<file path="config.mk">
export PLATFORM = sky130hd
export DESIGN_NAME = sbit_frame_tx_flat
export DESIGN_NICKNAME = d
export VERILOG_FILES = /design/src/rtl/sbit_frame_tx_pkg.sv /design/src/rtl/sbit_frame_tx_if.sv /design/src/rtl/sbit_frame_tx_slip.sv /design/src/rtl/sbit_frame_tx.sv /design/src/flat_wrapper.sv
export SDC_FILE = /design/constraint.sdc
export NUM_CORES = 1
export LEC_CHECK = 0
export BUFFER_PORTS_ARGS = -buffer_cell sky130_fd_sc_hd__buf_2
export CORE_MARGIN = 2
export CORE_UTILIZATION = 57
export DETAILED_ROUTE_END_ITERATION = 10
export GPL_TIMING_DRIVEN = 0
export PLACE_DENSITY = 0.78
export SLEW_MARGIN = 20
export SYNTH_ARGS = -nofsm -noshare
export SYNTH_HDL_FRONTEND = slang
export SYNTH_SLANG_ARGS = --single-unit
</file>
<file path="constraint.sdc">
create_clock -name clock -period 3.75 [get_ports clock]
set_input_delay 0.75 -clock clock [delete_from_list [all_inputs] [get_ports clock]]
set_output_delay 0.75 -clock clock [all_outputs]
set_load 0.01 [all_outputs]
</file>
<file path="src/rtl/sbit_frame_tx_pkg.sv">
// -----------------------------------------------------------------------------
// sbit_frame_tx_pkg
// Shared definitions for the S-bit frame transmitter:
//   - default frame size and SoT offset
//   - transmitter state encoding
//   - PRBS-7 (x^7 + x^6 + 1) seed and single-step helper, used when the
//     design is built with SBIT_TX_PRBS_EN defined.
// -----------------------------------------------------------------------------
package sbit_frame_tx_pkg;

  // Bits per frame per lane. Eight lanes make up the full S-bit word.
  localparam int FRAME_SIZE_DEF = 8;

  // Added to the slip to form the SoT bit index. The value 7 matches the
  // receive aligner map "SoT bit k -> bitslip count k+1", so the receiver
  // recovers a bitslip count equal to the transmit slip.
  localparam int SOT_OFFSET_DEF = 7;

  typedef enum logic [1:0] {
    ST_IDLE   = 2'd0,
    ST_TRAIN  = 2'd1,
    ST_RUN    = 2'd2,
    ST_RESLIP = 2'd3
  } tx_state_e;

  // PRBS-7, polynomial x^7 + x^6 + 1, Fibonacci form.
  localparam logic [6:0] PRBS7_SEED = 7'h7F;

  // One PRBS-7 step: the new bit is shifted in at bit 0 and is also the
  // emitted output bit.
  function automatic logic [6:0] prbs7_step(input logic [6:0] s);
    return {s[5:0], s[6] ^ s[5]};
  endfunction

endpackage : sbit_frame_tx_pkg

</file>
<file path="src/rtl/sbit_frame_tx_if.sv">
// -----------------------------------------------------------------------------
// sbit_frame_tx_if
// S-bit data bus of the frame transmitter.
//   sbits_i           S-bits offered to the transmitter (lane I = bits
//                     FRAME_SIZE*(I+1)-1 : FRAME_SIZE*I)
//   sbits_o           framed, phase-shifted S-bits
//   start_of_frame_o  one-hot SoT word, aligned with sbits_o
// Modports:
//   master  source of sbits_i and sink of the framed output
//   slave   the transmitter itself
// -----------------------------------------------------------------------------
interface sbit_frame_tx_if #(
  parameter int FRAME_SIZE = 8
);
  localparam int MXSBITS = 8 * FRAME_SIZE;

  logic [MXSBITS-1:0]    sbits_i;
  logic [MXSBITS-1:0]    sbits_o;
  logic [FRAME_SIZE-1:0] start_of_frame_o;

  modport master (
    output sbits_i,
    input  sbits_o,
    input  start_of_frame_o
  );

  modport slave (
    input  sbits_i,
    output sbits_o,
    output start_of_frame_o
  );

endinterface : sbit_frame_tx_if

</file>
<file path="src/rtl/sbit_frame_tx_slip.sv">
// -----------------------------------------------------------------------------
// frame_slip_tx
// One lane of the transmitter: keeps the previous input frame and emits a
// registered window of {din, prev} selected by the slip.
//   clock    fabric clock
//   reset_i  synchronous, active-high reset
//   slip_i   bit phase to apply, 0..FRAME_SIZE-1
//   pass_i   1 = load the shifted frame, 0 = load zero
//   din_i    input frame for this lane
//   dout_o   registered output frame
// Slip 0 gives dout = din delayed by one cycle.
// -----------------------------------------------------------------------------
module frame_slip_tx #(
  parameter int FRAME_SIZE = 8
) (
  input  logic                  clock,
  input  logic                  reset_i,
  input  logic [2:0]            slip_i,
  input  logic                  pass_i,
  input  logic [FRAME_SIZE-1:0] din_i,
  output logic [FRAME_SIZE-1:0] dout_o
);

  logic [FRAME_SIZE-1:0]   prev;
  logic [2*FRAME_SIZE-1:0] window;
  logic [2*FRAME_SIZE-1:0] shifted;

  // Shifting right by (FRAME_SIZE - slip) takes the top `slip` bits of prev
  // into the low end of the output and the low bits of din above them.
  always_comb begin
    window  = {din_i, prev};
    shifted = window >> (FRAME_SIZE - int'(slip_i));
  end

  // NOTE: state registers use non-blocking assignments so every register in
  // the design samples the pre-edge values, independent of process order.
  always_ff @(posedge clock) begin
    if (reset_i) begin
      prev   <= '0;
      dout_o <= '0;
    end else begin
      // History is kept in every state so the first RUN word is correct.
      prev   <= din_i;
      dout_o <= pass_i ? shifted[FRAME_SIZE-1:0] : '0;
    end
  end

endmodule : frame_slip_tx

</file>
<file path="src/rtl/sbit_frame_tx.sv">
// -----------------------------------------------------------------------------
// sbit_frame_tx
// Transmit-side counterpart of the trigger-link frame aligner. Emits 64 S-bits
// per clock as 8 lanes of FRAME_SIZE-bit frames with a programmable bit phase,
// plus a one-hot start-of-frame (SoT) word. Runs IDLE -> TRAIN -> RUN, with a
// one-cycle RESLIP whenever the requested slip changes, and can blank the SoT
// for single cycles to exercise the receiver's error handling.
//
// Ports:
//   clock             40 MHz fabric clock
//   reset_i           synchronous, active-high reset
//   enable_i          transmitter enable; low forces IDLE
//   slip_i            requested bit phase (taken mod FRAME_SIZE)
//   train_cycles_i    TRAIN length; 0 means a single TRAIN cycle
//   inject_sot_err_i  blanks SoT for one output cycle when in RUN
//   prbs_sel_i        select internal PRBS-7 data (SBIT_TX_PRBS_EN only)
//   bus               S-bit data bus (sbits_i, sbits_o, start_of_frame_o)
//   running_o         high in RUN
//   slip_active_o     slip currently applied
//   sot_err_cnt_o     saturating count of injected SoT errors
//
// Build option: define SBIT_TX_PRBS_EN to add a PRBS-7 source selectable by
// prbs_sel_i. Without it prbs_sel_i is ignored.
// -----------------------------------------------------------------------------
module sbit_frame_tx
  import sbit_frame_tx_pkg::*;
#(
  parameter int FRAME_SIZE = FRAME_SIZE_DEF,
  parameter int SOT_OFFSET = SOT_OFFSET_DEF
) (
  input  logic                 clock,
  input  logic                 reset_i,
  input  logic                 enable_i,
  input  logic [2:0]           slip_i,
  input  logic [11:0]          train_cycles_i,
  input  logic                 inject_sot_err_i,
  input  logic                 prbs_sel_i,
  sbit_frame_tx_if.slave       bus,
  output logic                 running_o,
  output logic [2:0]           slip_active_o,
  output logic [15:0]          sot_err_cnt_o
);

  localparam int MXSBITS = 8 * FRAME_SIZE;

  tx_state_e             state;
  tx_state_e             next_state;
  logic [2:0]            slip_req;
  logic [2:0]            slip_next;
  logic [11:0]           train_cnt;
  logic [11:0]           train_cnt_next;
  logic                  inject_hit;
  logic [FRAME_SIZE-1:0] sof_next;
  logic [FRAME_SIZE-1:0] sof_q;
  logic                  pass_data;
  logic [MXSBITS-1:0]    din_word;
  logic [MXSBITS-1:0]    dout_word;

  // One-hot SoT for a given slip.
  function automatic logic [FRAME_SIZE-1:0] sot_word(input logic [2:0] slip);
    return FRAME_SIZE'(1) << ((int'(slip) + SOT_OFFSET) % FRAME_SIZE);
  endfunction

  // Out-of-range slips fold back into 0..FRAME_SIZE-1.
  assign slip_req = 3'(int'(slip_i) % FRAME_SIZE);

  // ---------------------------------------------------------------------------
  // FSM next state. Priority: enable low > slip change > inject.
  // ---------------------------------------------------------------------------
  // NOTE: every signal written here gets a default first, so no path through
  // the case leaves one unassigned and no latch is inferred.
  always_comb begin
    next_state     = state;
    slip_next      = slip_active_o;
    train_cnt_next = train_cnt;
    inject_hit     = 1'b0;

    case (state)
      ST_IDLE: begin
        if (enable_i) begin
          next_state     = ST_TRAIN;
          slip_next      = slip_req;
          train_cnt_next = '0;
        end
      end
      ST_TRAIN: begin
        if (!enable_i) begin
          next_state = ST_IDLE;
        end else if (slip_req != slip_active_o) begin
          next_state = ST_RESLIP;
        end else if (train_cnt == train_cycles_i) begin
          next_state = ST_RUN;
        end else begin
          train_cnt_next = train_cnt + 12'd1;
        end
      end
      ST_RUN: begin
        if (!enable_i) begin
          next_state = ST_IDLE;
        end else if (slip_req != slip_active_o) begin
          next_state = ST_RESLIP;
        end else begin
          inject_hit = inject_sot_err_i;
        end
      end
      ST_RESLIP: begin
        if (!enable_i) begin
          next_state = ST_IDLE;
        end else begin
          next_state     = ST_TRAIN;
          slip_next      = slip_req;
          train_cnt_next = '0;
        end
      end
      default: next_state = ST_IDLE;
    endcase

    // Leaving for IDLE clears the applied slip and the train counter.
    if (next_state == ST_IDLE) begin
      slip_next      = '0;
      train_cnt_next = '0;
    end
  end

  // SoT and data are loaded for the state being entered, so the output
  // registers line up with the state register.
  always_comb begin
    sof_next = '0;
    case (next_state)
      ST_TRAIN: sof_next = sot_word(slip_next);
      ST_RUN:   sof_next = inject_hit ? '0 : sot_word(slip_next);
      default:  sof_next = '0;
    endcase
  end

  assign pass_data = (next_state == ST_RUN);

  // ---------------------------------------------------------------------------
  // State and output registers.
  // ---------------------------------------------------------------------------
  always_ff @(posedge clock) begin
    if (reset_i) begin
      state         <= ST_IDLE;
      slip_active_o <= '0;
      train_cnt     <= '0;
      running_o     <= 1'b0;
      sof_q         <= '0;
      sot_err_cnt_o <= '0;
    end else begin
      state         <= next_state;
      slip_active_o <= slip_next;
      train_cnt     <= train_cnt_next;
      running_o     <= (next_state == ST_RUN);
      sof_q         <= sof_next;
      if (inject_hit && (sot_err_cnt_o != 16'hFFFF)) begin
        sot_err_cnt_o <= sot_err_cnt_o + 16'd1;
      end
    end
  end

  assign bus.start_of_frame_o = sof_q;

  // ---------------------------------------------------------------------------
  // Data source.
  // ---------------------------------------------------------------------------
`ifdef SBIT_TX_PRBS_EN
  logic [6:0]         lfsr;
  logic [6:0]         lfsr_adv;
  logic [MXSBITS-1:0] prbs_word;

  // Bit i of the word is the i-th bit produced from the current LFSR state.
  always_comb begin
    lfsr_adv  = lfsr;
    prbs_word = '0;
    for (int i = 0; i < MXSBITS; i++) begin
      lfsr_adv     = prbs7_step(lfsr_adv);
      prbs_word[i] = lfsr_adv[0];
    end
  end

  // Advances once for every word that is emitted in RUN, holds otherwise.
  always_ff @(posedge clock) begin
    if (reset_i) begin
      lfsr <= PRBS7_SEED;
    end else if (next_state == ST_RUN) begin
      lfsr <= lfsr_adv;
    end
  end

  assign din_word = prbs_sel_i ? prbs_word : bus.sbits_i;
`else
  logic prbs_sel_unused;
  assign prbs_sel_unused = prbs_sel_i;
  assign din_word        = bus.sbits_i;
`endif

  // ---------------------------------------------------------------------------
  // Eight lanes sharing one slip.
  // ---------------------------------------------------------------------------
  for (genvar lane = 0; lane < 8; lane++) begin : g_lane
    frame_slip_tx #(
      .FRAME_SIZE (FRAME_SIZE)
    ) u_lane (
      .clock   (clock),
      .reset_i (reset_i),
      .slip_i  (slip_active_o),
      .pass_i  (pass_data),
      .din_i   (din_word[lane*FRAME_SIZE +: FRAME_SIZE]),
      .dout_o  (dout_word[lane*FRAME_SIZE +: FRAME_SIZE])
    );
  end

  assign bus.sbits_o = dout_word;

endmodule : sbit_frame_tx

</file>
<file path="src/flat_wrapper.sv">
// flat-port wrapper written by rule: the top's interface ports become plain ports
module sbit_frame_tx_flat import sbit_frame_tx_pkg::*;
#(
  parameter int FRAME_SIZE = FRAME_SIZE_DEF,
  parameter int SOT_OFFSET = SOT_OFFSET_DEF
)
  (clock, reset_i, enable_i, slip_i, train_cycles_i, inject_sot_err_i, prbs_sel_i, running_o, slip_active_o, sot_err_cnt_o, bus_sbits_i, bus_sbits_o, bus_start_of_frame_o);
  sbit_frame_tx_if #(.FRAME_SIZE(FRAME_SIZE)) bus_i ();
  input  logic clock;
  input  logic reset_i;
  input  logic enable_i;
  input  logic [2:0] slip_i;
  input  logic [11:0] train_cycles_i;
  input  logic inject_sot_err_i;
  input  logic prbs_sel_i;
  output logic running_o;
  output logic [2:0] slip_active_o;
  output logic [15:0] sot_err_cnt_o;
  input wire logic [$bits(bus_i.sbits_i)-1:0] bus_sbits_i;
  output wire logic [$bits(bus_i.sbits_o)-1:0] bus_sbits_o;
  output wire logic [$bits(bus_i.start_of_frame_o)-1:0] bus_start_of_frame_o;
  assign bus_i.sbits_i = bus_sbits_i;
  assign bus_sbits_o = bus_i.sbits_o;
  assign bus_start_of_frame_o = bus_i.start_of_frame_o;
  sbit_frame_tx #(.FRAME_SIZE(FRAME_SIZE), .SOT_OFFSET(SOT_OFFSET)) u_core (.clock(clock), .reset_i(reset_i), .enable_i(enable_i), .slip_i(slip_i), .train_cycles_i(train_cycles_i), .inject_sot_err_i(inject_sot_err_i), .prbs_sel_i(prbs_sel_i), .bus(bus_i), .running_o(running_o), .slip_active_o(slip_active_o), .sot_err_cnt_o(sot_err_cnt_o));
endmodule
</file>
# [Word level (Yosys, flattened, before mapping)]
# Cells that the tools add are included.
[op_classes] addsub=4 eq_ne=12 shift=9 mux=21 bitwise_logic=2 reduce_logical=9
[ops] op="16-bit by 32-bit >> shifter with 8-bit output" count=8
[ops] op="12-bit two-way mux" count=4
[ops] op="1-bit by 32-bit << shifter with 8-bit output (first input constant)" count=1
[ops] op="12-bit one-hot mux with 2 select lines" count=1
[ops] op="16-bit by 1-bit adder with 16-bit output (second input constant)" count=1
[ops] op="16-bit != test (second input constant)" count=1
[ops] op="8-bit one-hot mux with 2 select lines" count=1
[ops] op="12-bit by 1-bit adder with 12-bit output (second input constant)" count=1
[ops] op="12-bit == test" count=1
[ops] op="2-bit two-way mux" count=6
[ops] op="3-bit two-way mux" count=3
[ops] op="8-bit two-way mux" count=1
[ops] op="2-bit one-hot mux with 4 select lines" count=1
[ops] op="2-bit == test (second input constant)" count=3
[ops] op="2-bit != test (second input constant)" count=3
[ops] op="2-bit OR reduction" count=3
[ops] op="5-bit AND reduction" count=1
[ops] op="4-bit by 3-bit subtractor with 5-bit output (first input constant)" count=1
[ops] op="2-bit by 1-bit == test with 1-bit output (second input constant)" count=2
[ops] op="2-bit zero test" count=2
[ops] op="1-bit two-way mux" count=4
[ops] op="3-bit adder (second input constant)" count=1
[ops] op="3-bit != test" count=1
[ops] op="3-bit OR reduction" count=1
[ops] op="other kinds (5)" count=5
[word_totals] regBits=170

# [Longest topological paths before layout]
# Gate-level depths: netlist (run 1).
[depth] depth_word=13 ltp_mapped=13 mapped_depth_nobuf=12

# [Hierarchy]
# Synthesis (run 1) repeated with hierarchy kept, for this count alone.
[unflattened] hier_cells=1218 hier_area_um2=12243.0
[modules_own_cells] mod="frame_slip_tx" n_inst=8 cells_per_inst=121 area_per_inst_um2=1253.7 seq_area_each_um2=320.3
[modules_own_cells] mod="sbit_frame_tx" n_inst=1 cells_per_inst=250 area_per_inst_um2=2213.4 seq_area_each_um2=840.8

# [Worst setup path after synthesis (run 1)]
# OpenSTA, ideal clock, no wires.
[synth_path] kind="register to register" from="register u_core.slip_active_o[0]" to="register u_core.g_lane[0].u_lane.dout_o[4]" setup_ps=134 arrival_time_ps=2874 required_time_ps=3616 setup_slack_ps=742 stages_incl_launch_ff=13 n_path_buf=7 path_cell_list="dfxtp_1 > buf_6 > buf_2 > inv_2 > buf_1 > ha_1 > buf_2 > buf_2 > buf_2 > buf_2 > mux4_2 > mux2i_1 > o22ai_1"
[synth_via] elab_chain_cells=7 elab_cells_between_ends=11
[synth_lines] element="start, declared" line="sbit_frame_tx.sv:40" text="output logic [2:0] slip_active_o,"
[synth_lines] element="start signal, assigned" line="sbit_frame_tx.sv:151" text="slip_active_o <= slip_next;"
[synth_lines] element="branches (longest 7 deep; another with 4-bit by 3-bit subtractor with 5-bit output)"
[synth_lines] element="end signal, assigned" line="sbit_frame_tx_slip.sv:44" text="dout_o <= pass_i ? shifted[FRAME_SIZE-1:0] : '0;"
[synth_lines] element="end, declared" line="sbit_frame_tx_slip.sv:21" text="output logic [FRAME_SIZE-1:0] dout_o"
# Parallel ways; which one is timed is not known.
# A chain may end at the register's enable or synchronous reset.

# [Worst setup path in the final report (run 1)]
[layout_path] from="register u_core.train_cnt[8]" to="register u_core.g_lane[0].u_lane.dout_o[5]"
[layout_via] elab_chain_cells=8
[layout_lines] element="start, declared" line="sbit_frame_tx.sv:50" text="logic [11:0] train_cnt;"
[layout_lines] element="start signal, assigned" line="sbit_frame_tx.sv:152" text="train_cnt <= train_cnt_next;"
[layout_lines] element="12-bit == test" line="sbit_frame_tx.sv:91" text="end else if (train_cnt == train_cycles_i) begin"
[layout_lines] element="2-bit two-way mux" line="sbit_frame_tx.sv:91"
[layout_lines] element="2-bit two-way mux" line="sbit_frame_tx.sv:89" text="end else if (slip_req != slip_active_o) begin"
[layout_lines] element="2-bit two-way mux" line="sbit_frame_tx.sv:87" text="if (!enable_i) begin"
[layout_lines] element="2-bit one-hot mux with 4 select lines" line="sbit_frame_tx.sv:78" text="case (state)"
[layout_lines] element="2-bit == test" line="sbit_frame_tx.sv:136" text="assign pass_data = (next_state == ST_RUN);"
[layout_lines] element="net u_core.g_lane[0].u_lane.pass_i" line="sbit_frame_tx_slip.sv:19" text="input logic pass_i,"
[layout_lines] element="1-bit NOT (no source line)"
[layout_lines] element="2-bit OR reduction (no source line)"
# The timed path passes the listed nets, and every way through them passes these cells.

==> reports/results.ini, run 1 <==
[routing]
met3_length_um=4580
ant_nets=0
post-route-drc-count=0
num_vias=9474
wl_met2_um=14000
top_layer=met4
vias_per_cell=6.71
wl_met1_um=12300
wl_um=32600
drt-initial-drc-count=1204
drt-pass1-iter-count=10
wl_per_cell_um=23.1

[cts]
clk_path_buf_depth=2
h-tree-depth=4
clk_latency_ps=440
path_clk_slew_ps=60
cts_tree=done
root_buffer=clkbuf_16
cts_setup_buffers=0
cts_buffers=17
clkSinkCount=170

[layout]
final_cell_mix=199 x buf_2, 170 x dfxtp_1, 93 x nand2_1
area_delta_synth_final_pct=17.8
nets=1269
post-route-util_pct=69.2
fin_area_um2=11600
final_common_cell=buf_2
fill_cells=1333
post_route_cells_drive_above_1_share_pct=29.3

[floorplanning]
rows=47
core_area_um2=16700
die_h_um=135
pin_count=176
dieArea_um2=18300
start_util_pct=58.7
die_w_um=135

[placed_design]
postPlaceCellArea_um2=11000
gp_congestion=0.992
hpwl_um=23100
dp_slack_ps=-326
io_buffers=174

[timing]
final_max_slew_viol_count=0
grt_setup_unrepaired=no
slew_headroom_pct=35.6
fin_ws_ps=169
skew_ps=8.50
fin_crit_sh_pct=95.5
final-hold-violation-count=0
setup_viol=0
fmax_ghz=0.279
tightest_slew_ps=966
period_minus_slack_ps=3580

[logic_synthesis]
ys_ff_latch=170
synth_top_flop_cell=dfxtp_1
ys_async_sr_fraction_pct=0
syn_avg_cell_area_um2=9.97
synth_edf_count=0
synth_top_area_share_pct=34.7
synth_area_leaders=dfxtp_1 35%, mux4_2 17%, mux2i_1 6.6%
yosysWarningCount=0
syn_area_um2=9810
yosys.area.top_type=dfxtp_1
ys_seq_area_share_pct=34.7
syn_inst=984
synth_fp_nets=1078
synth_cell_type_count=59

[worst_setup_path]
cp.arrival_ps=3890
crit_type=reg -> reg
crit_path_max_fanout=10
cp-start-kind=flop
critPathCaptureType=flop
cp.required_ps=4060

[power]
internal-power_w=0.00336
seqPwrFrac_pct=38.6
p_sw_w=0.00154
power_w=0.00490
p_per_area_nw_per_um2=424
p_clk_share_pct=35.2
p_leak_nw=4.59
swShare_pct=31.5
p_comb_share_pct=26.2
vdd_drop_max_v=0.000365

[global_route]
antenna_found_initial=2
grt_pass1_wl_um=49500
grt_overflow=0
grt_max_degree=20
grt_usage_pct=36.1
grt_pass1_vias=8874

[status]
status=completed

[min_path]
min_path_type=reg -> reg

[run]
maxCapViolations=0

==> what timing repair did <==
action	in CTS	in global routing
resized for setup	5	6
endpoints found under the setup margin	62	16
hold endpoints to repair	0	0
hold buffers	0	0
==> final timing paths <==
| path | from | endpoint | slack (ps) | cells after the start |
|---|---|---|---|---|
| max reg2reg | u_core.train_cnt[8]$_SDFFE_PP0P_ | u_core.g_lane[0].u_lane.dout_o[5]$_SDFF_PP0_ | 170 | 12 |
| min reg2reg | u_core.train_cnt[11]$_SDFFE_PP0P_ | u_core.train_cnt[11]$_SDFFE_PP0P_ | 500 | 1 |
| max | u_core.train_cnt[8]$_SDFFE_PP0P_ | u_core.g_lane[0].u_lane.dout_o[5]$_SDFF_PP0_ | 170 | 12 |
| min | u_core.train_cnt[11]$_SDFFE_PP0P_ | u_core.train_cnt[11]$_SDFFE_PP0P_ | 500 | 1 |
==> logic make-up (layout without fill, tap and decap cells) <==
family | count (synthesis) | after routing | share of synthesized area, %
fa+ha+maj | 10 | 10 | 1.28
flops | 170 | 170 | 34.7
compound gates | 202 | 202 | 15.1
other cells | 0 | 3 | 0
buf+inv | 97 | 301 | 4.33
mux | 162 | 162 | 26.4
simple gates | 325 | 325 | 16.5
xor+xnor | 18 | 18 | 1.76
==> routing by layer <==
metal | up-vias | GRT usage, %
li1 | 4115 | -
met1 | 4374 | 47.5
met2 | 797 | 52.1
met3 | 188 | 13.4
met4 | 0 | 18.7
met5 | - | 0
==> synth_stat cells, types with 5 or more instances <==
cell / n
a211oi_1: 32
a21oi_1: 25
a22oi_1: 8
a2bb2oi_1: 8
a311oi_1: 35
buf_1: 6
buf_2: 27
clkbuf_1: 50
dfxtp_1: 170
ha_1: 10
inv_1: 9
mux2_2: 22
mux2i_1: 65
mux4_2: 75
nand2_1: 93
nand3_1: 17
nand4_1: 9
nor2_1: 71
nor2b_1: 73
nor3_1: 17
nor4_1: 5
o21ai_0: 21
o22a_1: 8
o22ai_1: 16
o311ai_0: 8
o31ai_1: 15
or3_1: 6
or4_1: 14
xor2_1: 14
==> stage by stage <==
step           setup TNS, ps  instances  hold slack (ps)
6_report                   0       1411              502
4_1_cts                    0       1408              506
3_5_place_dp           -6640       1378              500
5_1_grt                    0       1410              532
2_1_floorplan              0        984              454
3_3_place_gp           -4880       1378              480
==> final cells by class <==
type / count / area, µm² / area share [%]
tap: 220 / 275 / 2.38
clock buffer: 22 / 454 / 3.93
inverter: 10 / 37.5 / 0.325
timing repair buffer: 174 / 871 / 7.54
multi-input combinational: 717 / 6000 / 51.9
antenna: 3 / 7.51 / 0.0650
sequential: 170 / 3400 / 29.5
clock inverter: 10 / 118 / 1.02
buffer: 85 / 388 / 3.36
==> flip-flops by register name, summed over array words and instances (netlist names) <==
register,count
u_core.slip_active_o,3
u_core.g_lane.u_lane.dout_o,64
u_core.g_lane.u_lane.prev,64
u_core.running_o,1
u_core.bus.start_of_frame_o,8
u_core.state,2
u_core.train_cnt,12
u_core.sot_err_cnt_o,16
==> power by group through the flow <==
stage	registers, W	clock network, W	logic [W]
after floorplan	0.00192	0	0.000840
after global placement	0.00193	0	0.00120
after detailed placement	0.00193	0	0.00121
after CTS	0.00189	0.00175	0.00122
after global routing	0.00190	0.00182	0.00134
final	0.00189	0.00172	0.00128
==> worst max-delay path, stage by stage (launching register included) <==
cell      delay (ps)
dfxtp_1          300
clkbuf_1         270
xor2_1           110
nor4_1           410
nand3_1          220
a21o_1           240
a31oi_1          240
ha_1             220
nand2b_1         170
inv_1            170
nand2_1          250
clkbuf_1         430
o22ai_1          410
Power figures use the tool's default switching activity.
==> run 2, diff against run 1 <==
--- a/config.mk
+++ b/config.mk
@@ -7,10 +7,11 @@
 export LEC_CHECK = 0
 export BUFFER_PORTS_ARGS = -buffer_cell sky130_fd_sc_hd__buf_2
 export CORE_MARGIN = 2
-export CORE_UTILIZATION = 57
+export CORE_UTILIZATION = 55
 export DETAILED_ROUTE_END_ITERATION = 10
+export GPL_ROUTABILITY_DRIVEN = 1
 export GPL_TIMING_DRIVEN = 0
-export PLACE_DENSITY = 0.78
+export PLACE_DENSITY = 0.76
 export SLEW_MARGIN = 20
 export SYNTH_ARGS = -nofsm -noshare
 export SYNTH_HDL_FRONTEND = slang
==> run 2 against run 1 <==
  * The flow now finishes with violations (setup timing)
  * Final cell count rose by 0.14%
  * Sequential share of layout area shrank 0.16 points
  * Wire length up 1.3%
  * Via count up 0.96%
  * Utilization down 2.2 points
  * Worst setup slack got worse by 200 ps
  * Combinational power is essentially flat
  * Non-clock buffer count fell by 1
  * Fmax shrank 5.2%
  * First-iteration DRC count increased by 6.1%
  * Clock power grew 9.9%
  * Clock skew about the same
  * Critical path type unchanged
==> reports/results.ini, run 2 (synthesis gave the netlist of run 1 again) <==
[min_path]
min_path_type=reg -> reg

[layout]
fin_cells=1413  ; +0.14%
fill_cells=1398  ; +4.9%
nets=1268  ; -0.079%
final_cell_mix=196 x buf_2, 170 x dfxtp_1, 93 x nand2_1
area_delta_synth_final_pct=18.4
reg_top3=u_core.g_lane.u_lane.dout_o (64), u_core.g_lane.u_lane.prev (64), u_core.sot_err_cnt_o (16)
final_common_cell=buf_2
post_route_cells_drive_above_1_share_pct=29.7  ; +0.45 points
fin_area_um2=11600  ; +0.55%

[floorplanning]
pin_count=176  ; unchanged
die_w_um=138  ; +1.7%
dieArea_um2=18900  ; +3.5%
die_h_um=138  ; +1.7%
start_util_pct=56.5  ; -2.2 points
core_area_um2=17400  ; +3.9%
rows=48  ; +2.1%

[timing]
final.setup.tns_ps=-26.1  ; -26.1 ps
setup_viol=1  ; +1
grt_setup_unrepaired=yes
slew_headroom_pct=24.3  ; -11 points
skew_ps=8.26  ; -0.239 ps
final-hold-violation-count=0  ; unchanged
fmax_ghz=0.265  ; -5.2%
fin_ws_ps=-26.1  ; -195 ps
fin_crit_sh_pct=101  ; +5.2 points
period_minus_slack_ps=3780  ; +195 ps
final_max_slew_viol_count=0  ; unchanged
tightest_slew_ps=1130  ; +161 ps

[routing]
drt-initial-drc-count=1277  ; +6.1%
ant_nets=0  ; unchanged
wl_per_cell_um=23.4  ; +1.1%
wl_um=33100  ; +1.3%
drt-pass1-iter-count=10  ; unchanged
vias_per_cell=6.77  ; +0.82%
num_vias=9565  ; +0.96%
post-route-drc-count=0  ; unchanged

[cts]
path_clk_slew_ps=70  ; about the same
cts_tree=done
clkSinkCount=170  ; unchanged
clk_path_buf_depth=2  ; unchanged
cts_buffers=17  ; unchanged
root_buffer=clkbuf_16
clk_latency_ps=430  ; about the same
h-tree-depth=4  ; unchanged

[global_route]
grt_pass1_vias=8942  ; +0.77%
grt_usage_pct=35.3  ; -0.83 points
grt_overflow=0  ; unchanged
grt_pass1_wl_um=49500  ; +0.14%
antenna_found_initial=4  ; +2
grt_max_degree=20  ; unchanged

[power]
vdd_drop_max_v=0.000360  ; -1.2%
power_w=0.00507  ; +3.4%
p_leak_nw=4.62  ; +0.78%
p_per_area_nw_per_um2=436  ; +2.8%

[placed_design]
dp_slack_ps=-380  ; -53.9 ps
place_inst=1383  ; +0.36%
io_buffers=174  ; unchanged
gp_congestion=1.05  ; +6.1%
postPlaceCellArea_um2=11000  ; about the same
hpwl_um=23300  ; +1.3%

[worst_setup_path]
crit_type=reg -> reg
critPathMaxStageDelay_ps=620  ; +190 ps
cp_cell_sequence=buf_6 -> clkbuf_4 -> inv_2 -> buf_1 -> ha_1 -> xor2_1 -> clkbuf_1 -> buf_2 -> mux2i_1 -> o22ai_1
crit_slowest_cell=clkbuf_1
cp.arrival_ps=4020  ; +130 ps
crit_path_max_fanout=10  ; unchanged
crit_buf_inv=6  ; +3
cp.required_ps=3990  ; -70 ps
critPathTopFamily=buffers and inverters
critPathCaptureType=flop
cp-start-kind=flop

[status]
status=finished, violations left
violations=setup timing

[run]
maxCapViolations=0  ; unchanged

-- run 2: cell types whose count changed in the layout (fill, tap and decap cells not counted), sizes merged --
cell	before	now
clkinvlp	4	2
buf	208	205
inv	11	13
bufinv	2	4
clkbuf	73	71
diode	3	1
clkinv	3	5
-- run 2: timing repair --
action                                  in CTS  in global routing
setup buffers                                0                  0
hold buffers                                 0                  0
endpoints found under the setup margin      61                 52
endpoints found under the hold margin        0                  0
gates resized for setup                      7                 10
-- run 2: per-stage QoR --
| step | utilization [%] | hold WS [ps] |
|---|---|---|
| 2_1_floorplan | - | 454 |
| 3_5_place_dp | 63.1 | 484 |
| 3_3_place_gp | 63.1 | 478 |
| 6_report | 66.9 | 502 |
| 4_1_cts | 66.8 | 504 |
| 5_1_grt | 66.9 | 521 |
-- run 2: routing by layer --
metal | part of all wire (%) | wire [µm] | GRT usage (%) | up-vias
met1 | 36 | 12000 | 44.1 | 4453
li1 | - | - | - | 4108
met2 | 44 | 14600 | 54.7 | 842
met3 | 15 | 4820 | 11.6 | 160
met4 | 5.2 | 1710 | 17.8 | 2
met5 | 0.039 | 13 | 0 | -
-- run 2: path summary, 6_finish.rpt --
path / startpoint / end / slack [ps] / cells past startpoint
setup / recovery: u_core.slip_active_o[0]$_SDFF_PP0_ / u_core.g_lane[7].u_lane.dout_o[5]$_SDFF_PP0_ / -30 / 10
setup reg to reg: u_core.slip_active_o[0]$_SDFF_PP0_ / u_core.g_lane[7].u_lane.dout_o[5]$_SDFF_PP0_ / -30 / 10
hold / removal: u_core.train_cnt[11]$_SDFFE_PP0P_ / u_core.train_cnt[11]$_SDFFE_PP0P_ / 500 / 1
hold reg to reg: u_core.train_cnt[11]$_SDFFE_PP0P_ / u_core.train_cnt[11]$_SDFFE_PP0P_ / 500 / 1
-- run 2: final cells by class --
cell class	count	area [µm²]	area share, %
inverters	10	37.5	0.323
repair buffers	174	871	7.50
plain buffers	84	393	3.38
multi-input cells	717	6000	51.7
diodes	1	2.50	0.0215
clock buffers	18	429	3.69
flip-flops and latches	170	3400	29.3
well taps	225	282	2.42
clock inverters	14	194	1.67
-- run 2: report_power, final --
part / leakage (nW) / switching, W / internal, W
logic: 2.93 / 0.000784 / 0.000504
clock network: 0.301 / 0.000767 / 0.00112
registers: 1.39 / 0.0000367 / 0.00185
total: 4.62 / 0.00159 / 0.00348
